[src/rtl/instruction_decoder.sv]
// rtl/instruction_decoder.sv - zero-latency opcode decode with zero flag and interrupt context.
// Define DECODER_ISR_CTX_EN to build the z_flag save/restore and ISR tracking FSM.
module instruction_decoder (
    input  logic       clk,
    input  logic       reset,
    input  logic [7:0] pm_data,
    input  logic       interrupt,
    input  logic       alu_zero,
    output logic       jmp,
    output logic       jmp_nz,
    output logic       dont_jmp,
    output logic [3:0] jmp_addr,
    output logic       NOPC8,
    output logic       NOPCF,
    output logic       NOPD8,
    output logic       NOPDF,
    output logic       z_flag,
    output logic       isr_active,
    output logic [3:0] isr_count
);

    logic       alu_op;
    logic       z_d;
    logic       int_accept;
    logic       z_flag_q;
    logic [3:0] isr_count_q;
    logic [3:0] isr_count_d;

    assign alu_op   = (pm_data[7:6] == 2'b10);
    assign jmp      = (pm_data[7:4] == 4'hE);
    assign jmp_nz   = (pm_data[7:4] == 4'hF);
    assign jmp_addr = pm_data[3:0];
    assign NOPC8    = (pm_data == 8'hC8);
    assign NOPCF    = (pm_data == 8'hCF);
    assign NOPD8    = (pm_data == 8'hD8);
    assign NOPDF    = (pm_data == 8'hDF);

    // Return-from-interrupt outranks a simultaneous interrupt request.
    assign int_accept  = interrupt & ~NOPC8;
    assign z_d         = alu_op ? alu_zero : z_flag_q;
    assign isr_count_d = (int_accept && (isr_count_q != 4'hF)) ? isr_count_q + 4'd1 : isr_count_q;

    assign z_flag    = z_flag_q;
    assign dont_jmp  = z_flag_q;
    assign isr_count = isr_count_q;

    always_ff @(posedge clk or posedge reset) begin
        if (reset) begin
            isr_count_q <= 4'd0;
        end else begin
            isr_count_q <= isr_count_d;
        end
    end

`ifdef DECODER_ISR_CTX_EN
    typedef enum logic {IDLE = 1'b0, ISR = 1'b1} isr_state_t;

    isr_state_t state_q;
    logic       z_save_q;

    // Single save slot: a nested interrupt overwrites the earlier context.
    always_ff @(posedge clk or posedge reset) begin
        if (reset) begin
            state_q  <= IDLE;
            z_save_q <= 1'b0;
            z_flag_q <= 1'b0;
        end else begin
            if (int_accept) begin
                z_save_q <= z_d;
            end
            case (state_q)
                IDLE: begin
                    z_flag_q <= z_d;
                    if (int_accept) begin
                        state_q <= ISR;
                    end
                end
                ISR: begin
                    if (NOPC8) begin
                        z_flag_q <= z_save_q;
                        state_q  <= IDLE;
                    end else begin
                        z_flag_q <= z_d;
                    end
                end
                default: begin
                    z_flag_q <= z_d;
                    state_q  <= IDLE;
                end
            endcase
        end
    end

    assign isr_active = (state_q == ISR);
`else
    always_ff @(posedge clk or posedge reset) begin
        if (reset) begin
            z_flag_q <= 1'b0;
        end else begin
            z_flag_q <= z_d;
        end
    end

    assign isr_active = 1'b0;
`endif

endmodule
[config.mk]
export PLATFORM = sky130hd
export DESIGN_NAME = instruction_decoder
export DESIGN_NICKNAME = d
export VERILOG_FILES = /design/src/rtl/instruction_decoder.sv
export SDC_FILE = /design/constraint.sdc
export NUM_CORES = 1
export LEC_CHECK = 0
export BUFFER_PORTS_ARGS = -buffer_cell sky130_fd_sc_hd__buf_2
export CAP_MARGIN = 10
export CORE_AREA = 2 2 39 41
export DETAILED_ROUTE_END_ITERATION = 6
export DIE_AREA = 0 0 41 43
export SKIP_CTS_REPAIR_TIMING = 1
export SLEW_MARGIN = 5
export SYNTH_ARGS = -nofsm -noshare
export SYNTH_HDL_FRONTEND = slang
export SYNTH_SLANG_ARGS = --single-unit
[constraint.sdc]
create_clock -name clk -period 1.57 [get_ports clk]
set_clock_uncertainty 0.1 [all_clocks]
set_input_delay 0.314 -clock clk [delete_from_list [all_inputs] [get_ports clk]]
set_output_delay 0.314 -clock clk [all_outputs]
set_load 0.02 [all_outputs]
==> flow_metrics.tcl, run 1 <==
set metrics [dict create \
    synth_xor_area_share_pct 7.216 \
    synth_mux_area_share_pct 7.216 \
    cp_top_family "simple AND/OR/NAND/NOR gates" \
    start_util_pct 26.31 \
    synth_edf_count 0 \
    min_from "alu_zero" \
    cp_max_fo 2 \
    synth_cell_type_count 18 \
    cpMaxStageDelayCell "or4b_4" \
    vias 377 \
    h-tree-depth 1 \
    antenna_cells 0 \
    rows 14 \
    final_nets 88 \
    ys_seq_area_share_pct 34.36 \
    slew_violations 0 \
    status "finished with violations" \
    viasPerCell 4.189 \
    yosys-top-cells-count "buf_4, nor2_1, dfrtp_1" \
    track_usage_pct 9.920 \
    wl_per_cell_um 8.822 \
    synth_fp_nets 51 \
    numCtsBuffers 3 \
    fin_ws_ns -0.1778 \
    max-clock-path-buffers 2 \
    synth-seq-cells 5 \
    yosys_warnings 0 \
    dr.pass1.iters 1 \
    fmax_ghz 0.5722 \
    start_kind "input pin" \
    vdd_ir_drop_max_v 0.0003179 \
    max_stage_delay_ns 0.54 \
    multi_input_area_um2 197.7 \
    die_area_um2 1763 \
    cts_sinks 5 \
    hp-class "input pin to flop" \
    portBuffers 27 \
    post-dp-hpwl_um 653.2 \
    setup_tns_ns -0.4948 \
    maxCapViolations 0 \
    root_buffer "clkbuf_4" \
    io_pins 29 \
    clk_latency_ns 0.24 \
    finalCriticalPeriod_ns 1.748 \
    syn_area_um2 364.1 \
    grt_max_degree 6 \
    rsz0062_at_grt "true" \
    drc 0 \
    report.final.hold_viol_count 0 \
    synth_top_area_cell "dfrtp_1" \
    synth_area_leaders "dfrtp_1, buf_4, o311ai_4, nor2_1, xor2_1" \
    path_cells "buf_6, or4b_4, buf_6, nor3_2, buf_4" \
    grt_pass1_wl_um 1131 \
    fin_crit_sh_pct 111.3 \
    crit_path_start "pm_data[2]" \
    synth_compound_area_share_pct 7.216 \
    regArea_um2 125.1 \
    grt_pass1_vias 312 \
    fill_cells 138 \
    path_class "input pin to output port" \
    placed_cells 83 \
    antenna_found_initial 0 \
    crit_required_ns 1.16 \
    die_w_um 41 \
    failed_checks "negative setup slack" \
    fin_cells 90 \
    setup_viol 6 \
    place.gp.congestion 0.5660 \
    yosys.area_share.adder_pct 3.436 \
    endpoint_kind "output port" \
    first_iter_violations 0 \
    synthArstFlopShare_pct 100.0 \
    coreArea_um2 1384 \
    grt-ovfl-total 0 \
    synth_simple_gate_area_share_pct 24.05 \
    die_height_um 43 \
    area_growth_pct 71.48 \
    synth.top_cell.area_share_pct 34.36 \
    drt-total-wl_um 794 \
    clkSlewWorstSetupHoldPaths_ns 0.04 \
    power_mw 0.7443 \
    synthCells 38 \
    leakage_nw 0.3314 \
    final_antenna_net_count 0 \
    utilization_pct 45.12 \
    crit_top_cell "buf_6" \
    worstReg2RegStart "isr_count[0]" \
    synth.avg_cell_area_um2 9.582 \
    crit_buf_inv 3 \
    power_density_nw_per_um2 1192 \
    drive_above_1_share_pct 64.86 \
    synth_top_family_by_area "simple AND/OR/NAND/NOR gates" \
    cts_tree "built" \
    synth-main-ff-cell "dfrtp_1" \
    cp.arrival_ns 1.33 \
]
-- power by group --
part	internal, mW	switching [mW]	leakage [nW]
sequential	0.189	0.0595	0.0587
combinational	0.167	0.182	0.258
clock	0.0960	0.0508	0.0150
-- sequential cells by signal, indices dropped and copies added (netlist names) --
signal,cells
isr_count,4
dont_jmp,1
-- cell usage in the layout (no fill, tap or decap) --
| cell type | count |
|---|---|
| buf_6 | 3 |
| clkbuf_4 | 3 |
| inv_1 | 3 |
| mux2_4 | 1 |
| mux2_2 | 1 |
| nand4_1 | 1 |
| nand3_1 | 3 |
| nand3b_1 | 1 |
| dfrtp_1 | 5 |
| or2_4 | 1 |
| nor2_1 | 5 |
| o311ai_4 | 1 |
| nor3_2 | 2 |
| clkbuf_1 | 1 |
| nand2b_1 | 1 |
| nor2_2 | 1 |
| dlygate4sd3_1 | 1 |
| xor2_1 | 2 |
| or4b_4 | 1 |
| buf_4 | 12 |
| conb_1 | 1 |
| xnor2_1 | 1 |
| buf_2 | 22 |
| ha_1 | 1 |
-- worst paths after layout --
check	slack, ns	end	cells after the start
hold reg to reg	0.39	isr_count[3]	1
hold / removal	0.20	dont_jmp	2
setup reg to reg	0.13	isr_count[1]	4
setup / recovery	-0.18	NOPC8	5
max in group asynchronous	0.80	isr_count[1]	3
min in group asynchronous	0.41	dont_jmp	3
-- per-layer routing --
layer  vias to the layer above  routed length, µm  part of all wire, %  global-route usage [%]
met5                         -                  0                    0                       0
li1                        191                  -                    -                       -
met1                       167                310                   39                   10.86
met3                         2                 79                  9.9                   1.571
met4                         0                 10                  1.3                   12.00
met2                        17                393                   49                   13.75
-- area by class of cell --
class                   count  share of cell area (%)
clock buffers               4                   4.208
inverters                   3                   1.804
multi-input cells          24                   31.66
flip-flops and latches      5                   20.04
well taps                  16                   3.206
repair buffers             38                   39.08
-- cells by family after synthesis --
logic type                 after synthesis
and+or+nand+nor                         16
buffers and inverters                    9
DFF                                      5
xor gates and xnor gates                 3
muxes                                    2
adders and majority gates                1
other                                    1
AOI/OAI and AO/OA                        1
-- per-stage QoR --
stage / setup slack, ns / hold WS, ns / area, µm²
after floorplan: -0.1415 / -0.007479 / 369.1
after global placement: -0.2585 / 0.1096 / 539.3
after detailed placement: -0.2757 / 0.1186 / 539.3
after CTS: -0.2559 / -0.1454 / 565.5
after global routing: -0.2045 / 0.2013 / 624.3
final: -0.1778 / 0.2047 / 624.3
Power figures use the tool's default switching activity.
==> run 2, diff against run 1 <==
--- a/config.mk
+++ b/config.mk
@@ -7,9 +7,10 @@
 export LEC_CHECK = 0
 export BUFFER_PORTS_ARGS = -buffer_cell sky130_fd_sc_hd__buf_2
 export CAP_MARGIN = 10
-export CORE_AREA = 2 2 39 41
+export CORE_AREA = 5 5 42 44
 export DETAILED_ROUTE_END_ITERATION = 6
-export DIE_AREA = 0 0 41 43
+export DIE_AREA = 0 0 47 49
+export PLACE_DENSITY_LB_ADDON = 0.12
 export SKIP_CTS_REPAIR_TIMING = 1
 export SLEW_MARGIN = 5
 export SYNTH_ARGS = -nofsm -noshare
==> run 2 against run 1 <==
The run still ends with negative setup slack left. Power is 3.2% higher. Via count did not move. Maximum frequency shrank 0.13%.
==> flow_metrics.tcl, run 2 (synthesized netlist as in run 1, its figures left out) <==
set metrics [dict create \
    status "finished with violations" \
    failed_checks "negative setup slack" \
    crit_required_ns 1.16 \
    place.gp.congestion 0.7166 \
    max-clock-path-buffers 2 \
    slew_violations 0 \
    holdWs_ns 0.2063 \
    use_met3_pct 5.166 \
    grtUsageMet1_pct 8.850 \
    clkSlewWorstSetupHoldPaths_ns 0.04 \
    setup_tns_ns -0.5003 \
    leakage_nw 0.3250 \
    max_stage_delay_ns 0.53 \
    cts_tree "built" \
    report.final.hold_viol_count 0 \
    grt.busiest_layer "met2" \
    vias 377 \
    drive_above_1_share_pct 63.01 \
    numCtsBuffers 3 \
    path_cells "buf_6, or4b_4, buf_6, nor3_2, buf_4" \
    final_antenna_net_count 0 \
    grt-ovfl-total 0 \
    fin_ws_ns -0.1800 \
    rows 14 \
    drt-total-wl_um 936 \
    path_class "input pin to output port" \
    io_pins 29 \
    cts_sinks 5 \
    fmax_ghz 0.5714 \
    grt_pass1_wl_um 1359 \
    crit_top_cell "buf_6" \
    grt_max_degree 6 \
    first_iter_violations 8 \
    cp_top_family "simple AND/OR/NAND/NOR gates" \
    track_usage_pct 8.469 \
    start_kind "input pin" \
    finalCriticalPeriod_ns 1.750 \
    die_area_um2 2303 \
    area_growth_pct 68.73 \
    vdd_ir_drop_max_v 0.0003928 \
    dr.pass1.iters 4 \
    viasPerCell 4.236 \
    root_buffer "clkbuf_4" \
    final_nets 87 \
    endpoint_kind "output port" \
    cp.arrival_ns 1.34 \
    grt_pass1_vias 329 \
    post-dp-hpwl_um 757.1 \
    cpMaxStageDelayCell "or4b_4" \
    final_cell_mix "buf_2, buf_4, nor2_1, dfrtp_1" \
    antenna_cells 0 \
    grt_use_met2_pct 11.54 \
    antenna_found_initial 0 \
    drc 0 \
    largest_reg_flops 4 \
    maxCapViolations 0 \
    layout_commonest_cell "buf_2" \
    rsz0062_at_grt "true" \
    hp-class "input pin to flop" \
    die_w_um 47 \
    power_density_nw_per_um2 1251 \
    h-tree-depth 1 \
    fin_crit_sh_pct 111.5 \
    cp_max_fo 3 \
    setup_viol 6 \
    start_util_pct 25.98 \
    die_height_um 49 \
    portBuffers 27 \
    dp_slack_ns -0.2826 \
    clk_latency_ns 0.24 \
    wl_per_cell_um 10.52 \
    coreArea_um2 1401 \
    crit_buf_inv 3 \
]
==> run 2: cell count changes in the layout (fill, tap and decap cells not counted), sizes merged <==
cell,delta
buf,-1
==> run 2: final timing paths <==
path                              start      endpoint  slack, ns  cells past startpoint
max                          pm_data[2]         NOPC8      -0.18                      5
min                            alu_zero      dont_jmp       0.21                      2
max reg2reg                isr_count[1]  isr_count[1]       0.16                      4
min reg2reg                isr_count[3]  isr_count[3]       0.39                      1
max in group asynchronous         reset  isr_count[1]       0.79                      3
min in group asynchronous         reset  isr_count[0]       0.41                      3
==> run 2: power by group <==
group | internal, mW | leakage, nW | total [mW] | switching [mW]
Sequential | 0.189 | 0.0587 | 0.242 | 0.0534
Combinational | 0.179 | 0.251 | 0.377 | 0.198
Clock | 0.0961 | 0.0150 | 0.149 | 0.0531
Total | 0.464 | 0.325 | 0.768 | 0.305
==> run 2: metal layers <==
layer  up-vias  share of wire, %
met4         0               1.9
met5         -                 0
li1        189                 -
met2        17                49
met3         2                12
met1       169                38
==> run 2: final cells by class <==
| class | instances | area [µm²] |
|---|---|---|
| tap | 16 | 20.02 |
| fill | 157 | 787.0 |
| timing repair buffer | 37 | 234.0 |
| clock buffer | 4 | 26.28 |
| multi-input combinational | 24 | 197.7 |
| sequential | 5 | 125.1 |
| inverter | 3 | 11.26 |
==> run 2: through the flow <==
| stage | utilization [%] | power [mW] | std cells | cell area, µm² |
|---|---|---|---|---|
| 2_1_floorplan | - | 0.4808 | 38 | 369.1 |
| 3_3_place_gp | 37.41 | 0.6136 | 81 | 524.3 |
| 3_5_place_dp | 37.41 | 0.6135 | 81 | 524.3 |
| 4_1_cts | 39.29 | 0.7704 | 85 | 550.5 |
| 5_1_grt | 43.84 | 0.8328 | 89 | 614.3 |
| 6_report | 43.84 | 0.7684 | 89 | 614.3 |
==> run 3, diff against run 2 <==
==> constraint.sdc (replaced) <==
create_clock -name clk -period 2 [get_ports clk]
set_clock_uncertainty 0.1 [all_clocks]
set_input_delay 0.4 -clock clk [delete_from_list [all_inputs] [get_ports clk]]
set_output_delay 0.4 -clock clk [all_outputs]
set_load 0.02 [all_outputs]
==> run 3 against run 2 <==
The run now ends clean. Routed wire length decreased by 16%. Global-route usage decreased by 1.0 points. Largest power group unchanged. Worst hold slack improved by 0.088 ns. Critical path depth decreased by 1. Sequential power decreased by 19%. Flip-flop and latch count unchanged. Sequential share of layout area increased by 3.7 points. Clock-buffer cell count unchanged. Design area decreased by 15%.
==> flow_metrics.tcl, run 3 (synthesized netlist as in run 1, its figures left out) <==
set metrics [dict create \
    final_cell_mix "buf_2, nor2_1, dfrtp_1" \
    start_kind "input pin" \
    portBuffers 27 \
    dr.pass1.iters 2 \
    status "finished, final reports clean" \
    min_to "dont_jmp" \
    crit_required_ns 1.50 \
    setup_viol 0 \
    rsz0062_at_grt "false" \
    viasPerCell 4.222 \
    die_height_um 49 \
    dp_slack_ns 0.05814 \
    cts_tree "built" \
    final_antenna_net_count 0 \
    setup_tns_ns 0 \
    largest_reg_flops 4 \
    h-tree-depth 1 \
    worstReg2RegStart "isr_count[0]" \
    slew_violations 0 \
    grt_max_degree 6 \
    fin_crit_sh_pct 94.24 \
    power_density_nw_per_um2 1086 \
    antenna_found_initial 0 \
    drc 0 \
    placed_cells 76 \
    vdd_ir_drop_max_v 0.0005171 \
    track_usage_pct 7.470 \
    place.gp.congestion 0.6434 \
    cp_max_fo 3 \
    crit_path_start "pm_data[1]" \
    final_nets 79 \
    grt-ovfl-total 0 \
    drt-total-wl_um 783 \
    drive_above_1_share_pct 55.38 \
    maxCapViolations 0 \
    worst_r2r_endpoint "isr_count[1]" \
    die_w_um 47 \
    antenna_cells 0 \
    cp.arrival_ns 1.38 \
    finalCriticalPeriod_ns 1.885 \
    area_growth_pct 42.96 \
    post-dp-hpwl_um 699.7 \
    rr_worst_depth 4 \
    max-clock-path-buffers 2 \
    endpoint_kind "output port" \
    report.final.hold_viol_count 0 \
    coreArea_um2 1401 \
    vias 342 \
    numCtsBuffers 3 \
    start_util_pct 25.98 \
    grt_pass1_vias 299 \
    wl_per_cell_um 9.667 \
    first_iter_violations 3 \
    hp-class "input pin to flop" \
    fin_cells 81 \
    io_pins 29 \
    leakage_nw 0.2824 \
    clkSlewWorstSetupHoldPaths_ns 0.04 \
    rows 14 \
    cts_sinks 5 \
    root_buffer "clkbuf_4" \
    clk_latency_ns 0.24 \
    fmax_ghz 0.5306 \
    min_from "alu_zero" \
    path_class "input pin to output port" \
    hold_depth 2 \
    layout_commonest_cell "buf_2" \
    die_area_um2 2303 \
    fin_ws_ns 0.1152 \
    grt_pass1_wl_um 1221 \
    r2r_slack_ns 0.56 \
]
-- run 3: changes by cell type in the layout (fill, tap and decap cells not counted) --
cell,change
buf_2,+3
buf_4,-8
buf_6,-3
nor2_1,+1
nor2_4,-1
nor3_1,+1
nor3_2,-1
or2_2,+1
or2_4,-1
-- run 3: worst max path at each step --
stage,end,slack (ns),cells after the start
after floorplan,NOPC8,0.07,2
after global placement,isr_count[1],0.07,4
after detailed placement,isr_count[1],0.06,4
after CTS,NOPC8,0.1,4
after global routing,NOPC8,0.003,4
final,NOPC8,0.12,4
-- run 3: area by class of cell --
class	instances	area (µm²)
Clock buffer	4	26.28
Fill cell	150	880.8
Inverter	3	11.26
Multi-Input combinational cell	24	182.7
Sequential cell	5	125.1
Tap cell	16	20.02
Timing Repair Buffer	29	155.1
-- run 3: power by group --
part / internal, mW / switching, mW / total, mW
sequential: 0.148 / 0.0462 / 0.195
combinational: 0.116 / 0.140 / 0.256
clock: 0.0753 / 0.0394 / 0.115
-- run 3: metal layers --
layer  track usage [%]  part of all wire, %  vias to the layer above  wire length, µm
li1                  -                    -                      174                -
met1             8.150                   37                      150              287
met2             10.86                   51                       16              399
met3             4.428                   10                        2               79
met4             4.147                  2.2                        0               17
met5                 0                    0                        -                0
-- run 3: critical path, cell delays in order --
cell	delay (ns)
buf_2	0.11
or4b_4	0.56
nor3_1	0.15
buf_4	0.17
-- run 3: metrics by stage --
stage               power (mW)  hold slack [ns]  cell area (µm²)  utilization [%]
detailed placement      0.4592           0.2093            481.7            34.38
floorplan               0.3775          0.07852            364.1                -
global placement        0.4617           0.2090            481.7            34.38
global route            0.6159           0.2808            520.5            37.14
finish                  0.5653           0.2942            520.5            37.14
CTS                     0.5810         -0.05352            508.0            36.25
